<file path="config.mk">
export PLATFORM = sky130hd
export DESIGN_NAME = ceas_afisaj
export DESIGN_NICKNAME = d
export VERILOG_FILES = /design/src/rtl/ceas_pkg.sv /design/src/rtl/conv_bcd.sv /design/src/rtl/ceas_afisaj.sv
export SDC_FILE = /design/constraint.sdc
export NUM_CORES = 1
export LEC_CHECK = 0
export ABC_AREA = 1
export CORE_MARGIN = 1
export CORE_UTILIZATION = 40
export CTS_CLUSTER_DIAMETER = 40
export DETAILED_ROUTE_END_ITERATION = 8
export GPL_TIMING_DRIVEN = 0
export PLACE_DENSITY_LB_ADDON = 0.15
export RECOVER_POWER = 25
export SLEW_MARGIN = 10
export SYNTH_ARGS = -nofsm -noshare
export SYNTH_HDL_FRONTEND = slang
export SYNTH_SLANG_ARGS = --single-unit
</file>
<file path="constraint.sdc">
create_clock -name clock -period 5.7 [get_ports clock]
set_clock_uncertainty 0.1 [all_clocks]
set_input_delay 1.14 -clock clock [delete_from_list [all_inputs] [get_ports clock]]
set_output_delay 1.14 -clock clock [all_outputs]
set_load 0.03 [all_outputs]
</file>
<file path="src/rtl/ceas_pkg.sv">
// rtl/ceas_pkg.sv - shared constants and segment encoder for the ceas_afisaj clock
package ceas_pkg;

    localparam logic [5:0] MIN_MAX  = 6'd59;
    localparam logic [4:0] ORE_MAX  = 5'd23;
    localparam int         NR_CIFRE = 6;

    // Segment patterns a..g (a is the MSB), active-low
    localparam logic [6:0] SEG_0    = 7'b0000001;
    localparam logic [6:0] SEG_1    = 7'b1001111;
    localparam logic [6:0] SEG_2    = 7'b0010010;
    localparam logic [6:0] SEG_3    = 7'b0000110;
    localparam logic [6:0] SEG_4    = 7'b1001100;
    localparam logic [6:0] SEG_5    = 7'b0100100;
    localparam logic [6:0] SEG_6    = 7'b0100000;
    localparam logic [6:0] SEG_7    = 7'b0001111;
    localparam logic [6:0] SEG_8    = 7'b0000000;
    localparam logic [6:0] SEG_9    = 7'b0000100;
    localparam logic [6:0] SEG_DASH = 7'b1111110;

    function automatic logic [6:0] cod_seg(input logic [3:0] cifra);
        case (cifra)
            4'd0:    cod_seg = SEG_0;
            4'd1:    cod_seg = SEG_1;
            4'd2:    cod_seg = SEG_2;
            4'd3:    cod_seg = SEG_3;
            4'd4:    cod_seg = SEG_4;
            4'd5:    cod_seg = SEG_5;
            4'd6:    cod_seg = SEG_6;
            4'd7:    cod_seg = SEG_7;
            4'd8:    cod_seg = SEG_8;
            4'd9:    cod_seg = SEG_9;
            default: cod_seg = SEG_DASH;
        endcase
    endfunction

endpackage

</file>
<file path="src/rtl/conv_bcd.sv">
// rtl/conv_bcd.sv - combinational 6-bit binary to two-digit BCD converter
module conv_bcd
    import ceas_pkg::*;
(
    input  logic [5:0] bin,
    output logic [3:0] zeci,
    output logic [3:0] unitati
);

    assign zeci    = 4'(bin / 6'd10);
    assign unitati = 4'(bin % 6'd10);

endmodule

</file>
<file path="src/rtl/ceas_afisaj.sv">
// rtl/ceas_afisaj.sv - minutes/hours clock with 6-digit multiplexed display; CEAS_12H_EN selects 12-hour display
module ceas_afisaj
    import ceas_pkg::*;
#(
    parameter int DIV_SCAN = 50000
) (
    input  logic       clock,
    input  logic       reset,
    input  logic [5:0] secunde,
    input  logic       carry_in,
    input  logic       btn_min,
    input  logic       btn_ora,
    output logic [5:0] minute,
    output logic [4:0] ore,
    output logic       carry_out,
    output logic [5:0] anod,
    output logic [6:0] segmente,
    output logic       pm
);

    localparam int CW = (DIV_SCAN > 1) ? $clog2(DIV_SCAN) : 1;

    logic          carry_q;
    logic          carry_hold;
    logic          inc_min;
    logic          min_step;
    logic          ora_din_min;
    logic          ora_step;
    logic [CW-1:0] cnt_scan;
    logic [2:0]    index;

    logic [3:0] sec_z, sec_u, min_z, min_u, ore_z, ore_u;
    logic [5:0] ore_afis;
    logic       pm_next;
    logic [3:0] cifra;
    logic       liniuta;

    // carry_hold masks a carry_in that was already high across reset release
    always_comb begin
        inc_min     = carry_in & ~carry_q & ~carry_hold;
        min_step    = inc_min | btn_min;
        ora_din_min = inc_min & (minute == MIN_MAX);
        ora_step    = ora_din_min | btn_ora;
    end

    conv_bcd u_bcd_sec (.bin(secunde),          .zeci(sec_z), .unitati(sec_u));
    conv_bcd u_bcd_min (.bin(minute),           .zeci(min_z), .unitati(min_u));
    conv_bcd u_bcd_ore (.bin(ore_afis),         .zeci(ore_z), .unitati(ore_u));

`ifdef CEAS_12H_EN
    always_comb begin
        ore_afis = {1'b0, ore};
        if (ore == 5'd0)
            ore_afis = 6'd12;
        else if (ore > 5'd12)
            ore_afis = {1'b0, ore - 5'd12};
        pm_next = (ore >= 5'd12);
    end
`else
    always_comb begin
        ore_afis = {1'b0, ore};
        pm_next  = 1'b0;
    end
`endif

    always_comb begin
        cifra   = 4'd0;
        liniuta = 1'b0;
        case (index)
            3'd0:    begin cifra = sec_u; liniuta = (secunde > MIN_MAX); end
            3'd1:    begin cifra = sec_z; liniuta = (secunde > MIN_MAX); end
            3'd2:    cifra = min_u;
            3'd3:    cifra = min_z;
            3'd4:    cifra = ore_u;
            default: cifra = ore_z;
        endcase
    end

    always_ff @(posedge clock) begin
        if (reset) begin
            minute     <= '0;
            ore        <= '0;
            carry_q    <= 1'b0;
            carry_hold <= carry_in;
            carry_out  <= 1'b0;
            cnt_scan   <= '0;
            index      <= '0;
            anod       <= '1;
            segmente   <= '1;
            pm         <= 1'b0;
        end else begin
            carry_q    <= carry_in;
            carry_hold <= carry_hold & carry_in;

            if (min_step)
                minute <= (minute == MIN_MAX) ? 6'd0 : minute + 6'd1;
            if (ora_step)
                ore <= (ore == ORE_MAX) ? 5'd0 : ore + 5'd1;
            // Only a minute-generated hour wrap ends the day; button-set hours never do
            carry_out <= ora_din_min & (ore == ORE_MAX);

            if (cnt_scan == CW'(DIV_SCAN - 1)) begin
                cnt_scan <= '0;
                index    <= (index == 3'(NR_CIFRE - 1)) ? 3'd0 : index + 3'd1;
            end else begin
                cnt_scan <= cnt_scan + 1'b1;
            end

            anod     <= ~(6'b000001 << index);
            segmente <= liniuta ? SEG_DASH : cod_seg(cifra);
            pm       <= pm_next;
        end
    end

endmodule

</file>
==> results summary <==
The run finished with clean final reports. The floorplan has 30 rows. The clock net in this run drives a total of 46 sinks. The later pin in the worst-skew pair is clocked with a latency of 0.30 ns. The library cell used most frequently in the layout, excluding fill and tap cells, is sky130_fd_sc_hd__nand2_1. After the last flow step, the layout net total stands at 475. Across the run, the number of max-cap violations was 0. The tree is rooted in a sky130_fd_sc_hd__clkbuf_8. The startpoint identified for the worst register-to-register timing path is index[2].

The depth of the worst register-to-register path is 21. The detail route stage leaves a number of antenna-violating nets equal to 0. The worst setup path is of the in -> reg kind.

The signal on the critical path passes through clkdlybuf4s50_1 -> inv_1 -> o22ai_1 -> a21oi_2 -> or2_2 -> nand2_1 -> inv_1 -> ha_1 -> o21ai_0 -> o21ai_0 -> nand2_1 -> nand4_1 -> nand2_1 -> inv_1 -> ha_1 -> nand3b_1 -> nand3_1 -> nand3_1. After clock tree synthesis, the clock-pin slew on the worst setup and hold paths is 0.08 ns. The worst hold path belongs to the class reg -> reg. The first global-routing pass estimated 11,030 um of wire.

The cell area that synthesis handed to floorplanning was 2888 um2. Summing all multi-input logic gate instances after layout gives 1659 um2. The mean instance size in the synthesized netlist came out at 7.095 um2. The number of unique standard cell types used by synthesis is 43. The count of final max-slew check failures came out at 0. In the final layout, the share of cells above drive strength 1 is 0.1333. The flop-to-flop setup slack came out at 2.18 ns. In this run the critical register-to-register path is captured at segmente[6]. The worst hold path begins at cnt_scan[0]. Of the total power, combinational logic draws 0.248. The switching share of total power is 0.3121. The post-cts hold buffer count is 0. The area added between synthesis and finish came out at 19.93%.

The peak supply drop came out at 0.1503 mV. The filler cell count is 689. The highest fanout seen on the critical path came out at 6. Post-CTS repair changed the size of 0 cells. The floorplan core area is 6869 um2. With fillers left out, the area of the finished cells amounts to 3463 um2.

The clock network power share is 0.295. The power per cell area is 217.7 nW/um2. The cell count after synthesis came out at 407. The initial utilization of the core area, before any placement, comes to 0.4204.

The launch point of the worst path is secunde[3]. The number of synthesis warnings came out at 0. The vertical extent of the die is 86.97 um.

Dividing the final minimum period by the clock period gives 0.6814. Entering global routing, the biggest net connects 15 pins. Timing would allow up to 0.2575 GHz. The final hold violation count is 0. The horizontal extent of the die came out at 86.97 um. The internal power came out at 0.0005188 W.

The slowest library cell on the worst path is sky130_fd_sc_hd__clkdlybuf4s50_1. The instance count along the most critical hold path came out at 1. Setup repair after global routing left no endpoint under its margin. TritonCTS built the clock tree. On the worst path, the slowest cell contributes a delay of 0.50 ns. The data arrival time of the critical path is 3.94 ns. The number of setup buffers added after CTS is 0.

The total wirelength of the detailed-routed design came out at 6320 um. The area enclosed by the die boundary is 7563 um2. The initial detailed-routing violation count is 82. The kind of start point of the critical path is a primary input. The global placer's final weighted congestion came out at 0.8706. The sequential standard cell area is 920.9 um2.

The most used flip-flop cell after synthesis is sky130_fd_sc_hd__dfxtp_1. The final global-route overflow total came out at 0. The total setup violations reported at the end of the flow is 0.

The number of placed I/O pins is 37. The via density per instance came out at 4.861. The transition time at the pin with the least slew margin is 0.6141 ns. The net count after synthesis came out at 433. Port buffering added 35 buffers. The static leakage power is 1.477 nW. The standard cell area after detailed placement came out at 3358 um2. The via count of the first global-routing pass came to 2,499. The share of the yosys chip area belonging to registers is 0.3189. The remaining routing DRC violations came out at 0. The top cell types in the final layout, fill and taps aside, are 75 x sky130_fd_sc_hd__nand2_1, 64 x sky130_fd_sc_hd__inv_1, 46 x sky130_fd_sc_hd__dfxtp_1. The type of element capturing the critical path is a register. The number of enable flip-flop cells after synthesis is 0. The async set-or-reset flop fraction in the synthesized netlist is 0. The overall routing resource usage came out at 0.1848. The number of antenna violations at the first check in global routing is 0. The number of clock buffers inserted by TritonCTS is 5.

The most critical setup path has its endpoint at segmente[6]. The detailed-route via count came out at 2,654. The relative slew slack is 0.5906.

The pre-antenna-repair detailed-routing pass consisted of 4 iterations. The share of total power dissipated in sequential elements is 0.457. The synthesized design contains 46 register bits. The clock passes through at most 2 buffers. The post-layout minimum cycle time came out at 3.884 ns. The required time of the worst setup path came out at 5.75 ns.

The half-perimeter wire length after placement is 5003 um. The final setup TNS came out at 0 ns. The number of antenna diodes in the final layout is 0.

The H-tree level count is 2. For this design the total switching power over the nets is 0.0002354 W. The wire length per cell after detailed routing is 11.58 um.
-- power by group through the flow --
| stage | clock, W | sequential (W) | combinational [W] |
|---|---|---|---|
| 2_1_floorplan | 0 | 0.000377 | 0.000106 |
| 3_3_place_gp | 0 | 0.000352 | 0.000186 |
| 3_5_place_dp | 0 | 0.000352 | 0.000187 |
| 4_1_cts | 0.000231 | 0.000345 | 0.000189 |
| 5_1_grt | 0.000245 | 0.000347 | 0.000210 |
| 6_report | 0.000222 | 0.000345 | 0.000187 |
-- area by class of cell --
cell class,instances,share of cell area
tap,96,0.03468
multi-input combinational,284,0.4790
timing repair buffer,35,0.1012
sequential,46,0.2659
clock buffer,7,0.02782
inverter,71,0.07695
clock inverter,1,0.002529
buffer,6,0.01192
-- cell families (layout without fill, tap and decap cells) --
family / count (synthesis) / after routing / synth area share
compound gates: 54 / 54 / 0.1170
simple gates: 209 / 209 / 0.3731
flops: 46 / 46 / 0.3189
buf+inv: 77 / 120 / 0.1066
xor+xnor: 4 / 4 / 0.01473
mux: 1 / 1 / 0.003466
other cells: 1 / 1 / 0.001299
fa+ha+maj: 15 / 15 / 0.06499
-- cells in the mapped netlist (2+ instances only) --
library cell	number	share of area
sky130_fd_sc_hd__a21oi_2	3	0.0091
sky130_fd_sc_hd__nand3_4	3	0.018
sky130_fd_sc_hd__clkbuf_1	2	0.0026
sky130_fd_sc_hd__nand3_2	7	0.024
sky130_fd_sc_hd__nor2_4	2	0.0078
sky130_fd_sc_hd__xor2_1	2	0.0061
sky130_fd_sc_hd__nor3_1	16	0.028
sky130_fd_sc_hd__buf_6	2	0.0078
sky130_fd_sc_hd__inv_2	6	0.0078
sky130_fd_sc_hd__a221oi_1	2	0.0061
sky130_fd_sc_hd__ha_1	15	0.065
sky130_fd_sc_hd__nand2_1	75	0.097
sky130_fd_sc_hd__nand3_1	30	0.052
sky130_fd_sc_hd__inv_1	64	0.083
sky130_fd_sc_hd__nor3b_1	5	0.013
sky130_fd_sc_hd__or2_2	2	0.0043
sky130_fd_sc_hd__dfxtp_1	46	0.32
sky130_fd_sc_hd__nand2_4	5	0.019
sky130_fd_sc_hd__nand4_1	6	0.013
sky130_fd_sc_hd__nor2_2	3	0.0065
sky130_fd_sc_hd__o21ai_1	3	0.0052
sky130_fd_sc_hd__a21oi_1	20	0.035
sky130_fd_sc_hd__nand2_2	14	0.030
sky130_fd_sc_hd__o21ai_0	11	0.019
sky130_fd_sc_hd__nor2_1	35	0.045
sky130_fd_sc_hd__o22ai_1	7	0.015
sky130_fd_sc_hd__nor4_1	5	0.011
-- worst min-delay path by stage --
stage / end
5_1_grt: carry_hold
3_5_place_dp: cnt_scan[0]
3_3_place_gp: cnt_scan[0]
2_1_floorplan: cnt_scan[0]
4_1_cts: cnt_scan[0]
6_report: cnt_scan[0]
-- sequential cells by signal (all words and copies together), names as in the netlist --
register	cells
segmente	7
carry_hold	1
index	3
cnt_scan	16
minute	6
carry_out	1
anod	6
ore	5
carry_q	1
-- stage by stage --
stage	cells	setup slack, ns	hold slack (ns)	utilization	power [W]
3_3_place_gp	538	1.547	0.3318	0.4889	0.0005384
6_report	546	1.816	0.3487	0.5042	0.0007541
4_1_cts	546	1.822	0.3567	0.5042	0.0007653
2_1_floorplan	407	2.306	0.3175	-	0.0004838
3_5_place_dp	538	1.519	0.3439	0.4889	0.0005396
5_1_grt	546	1.508	0.3823	0.5042	0.0008024
-- critical path, delay by kind of cell --
family          cells  cell delay (ns)
fa+ha+maj           2             0.46
simple gates        8             1.16
buf+inv             4             0.74
compound gates      4             0.43
-- per-layer routing --
metal	share of wire	wire length, um	vias up	GRT usage
met3	0.043	270	9	0.03886
li1	-	-	1402	-
met5	0	0	-	0
met4	0.014	86	0	0.04697
met2	0.45	2852	41	0.3092
met1	0.49	3111	1202	0.2416
Power figures use the tool's default switching activity.
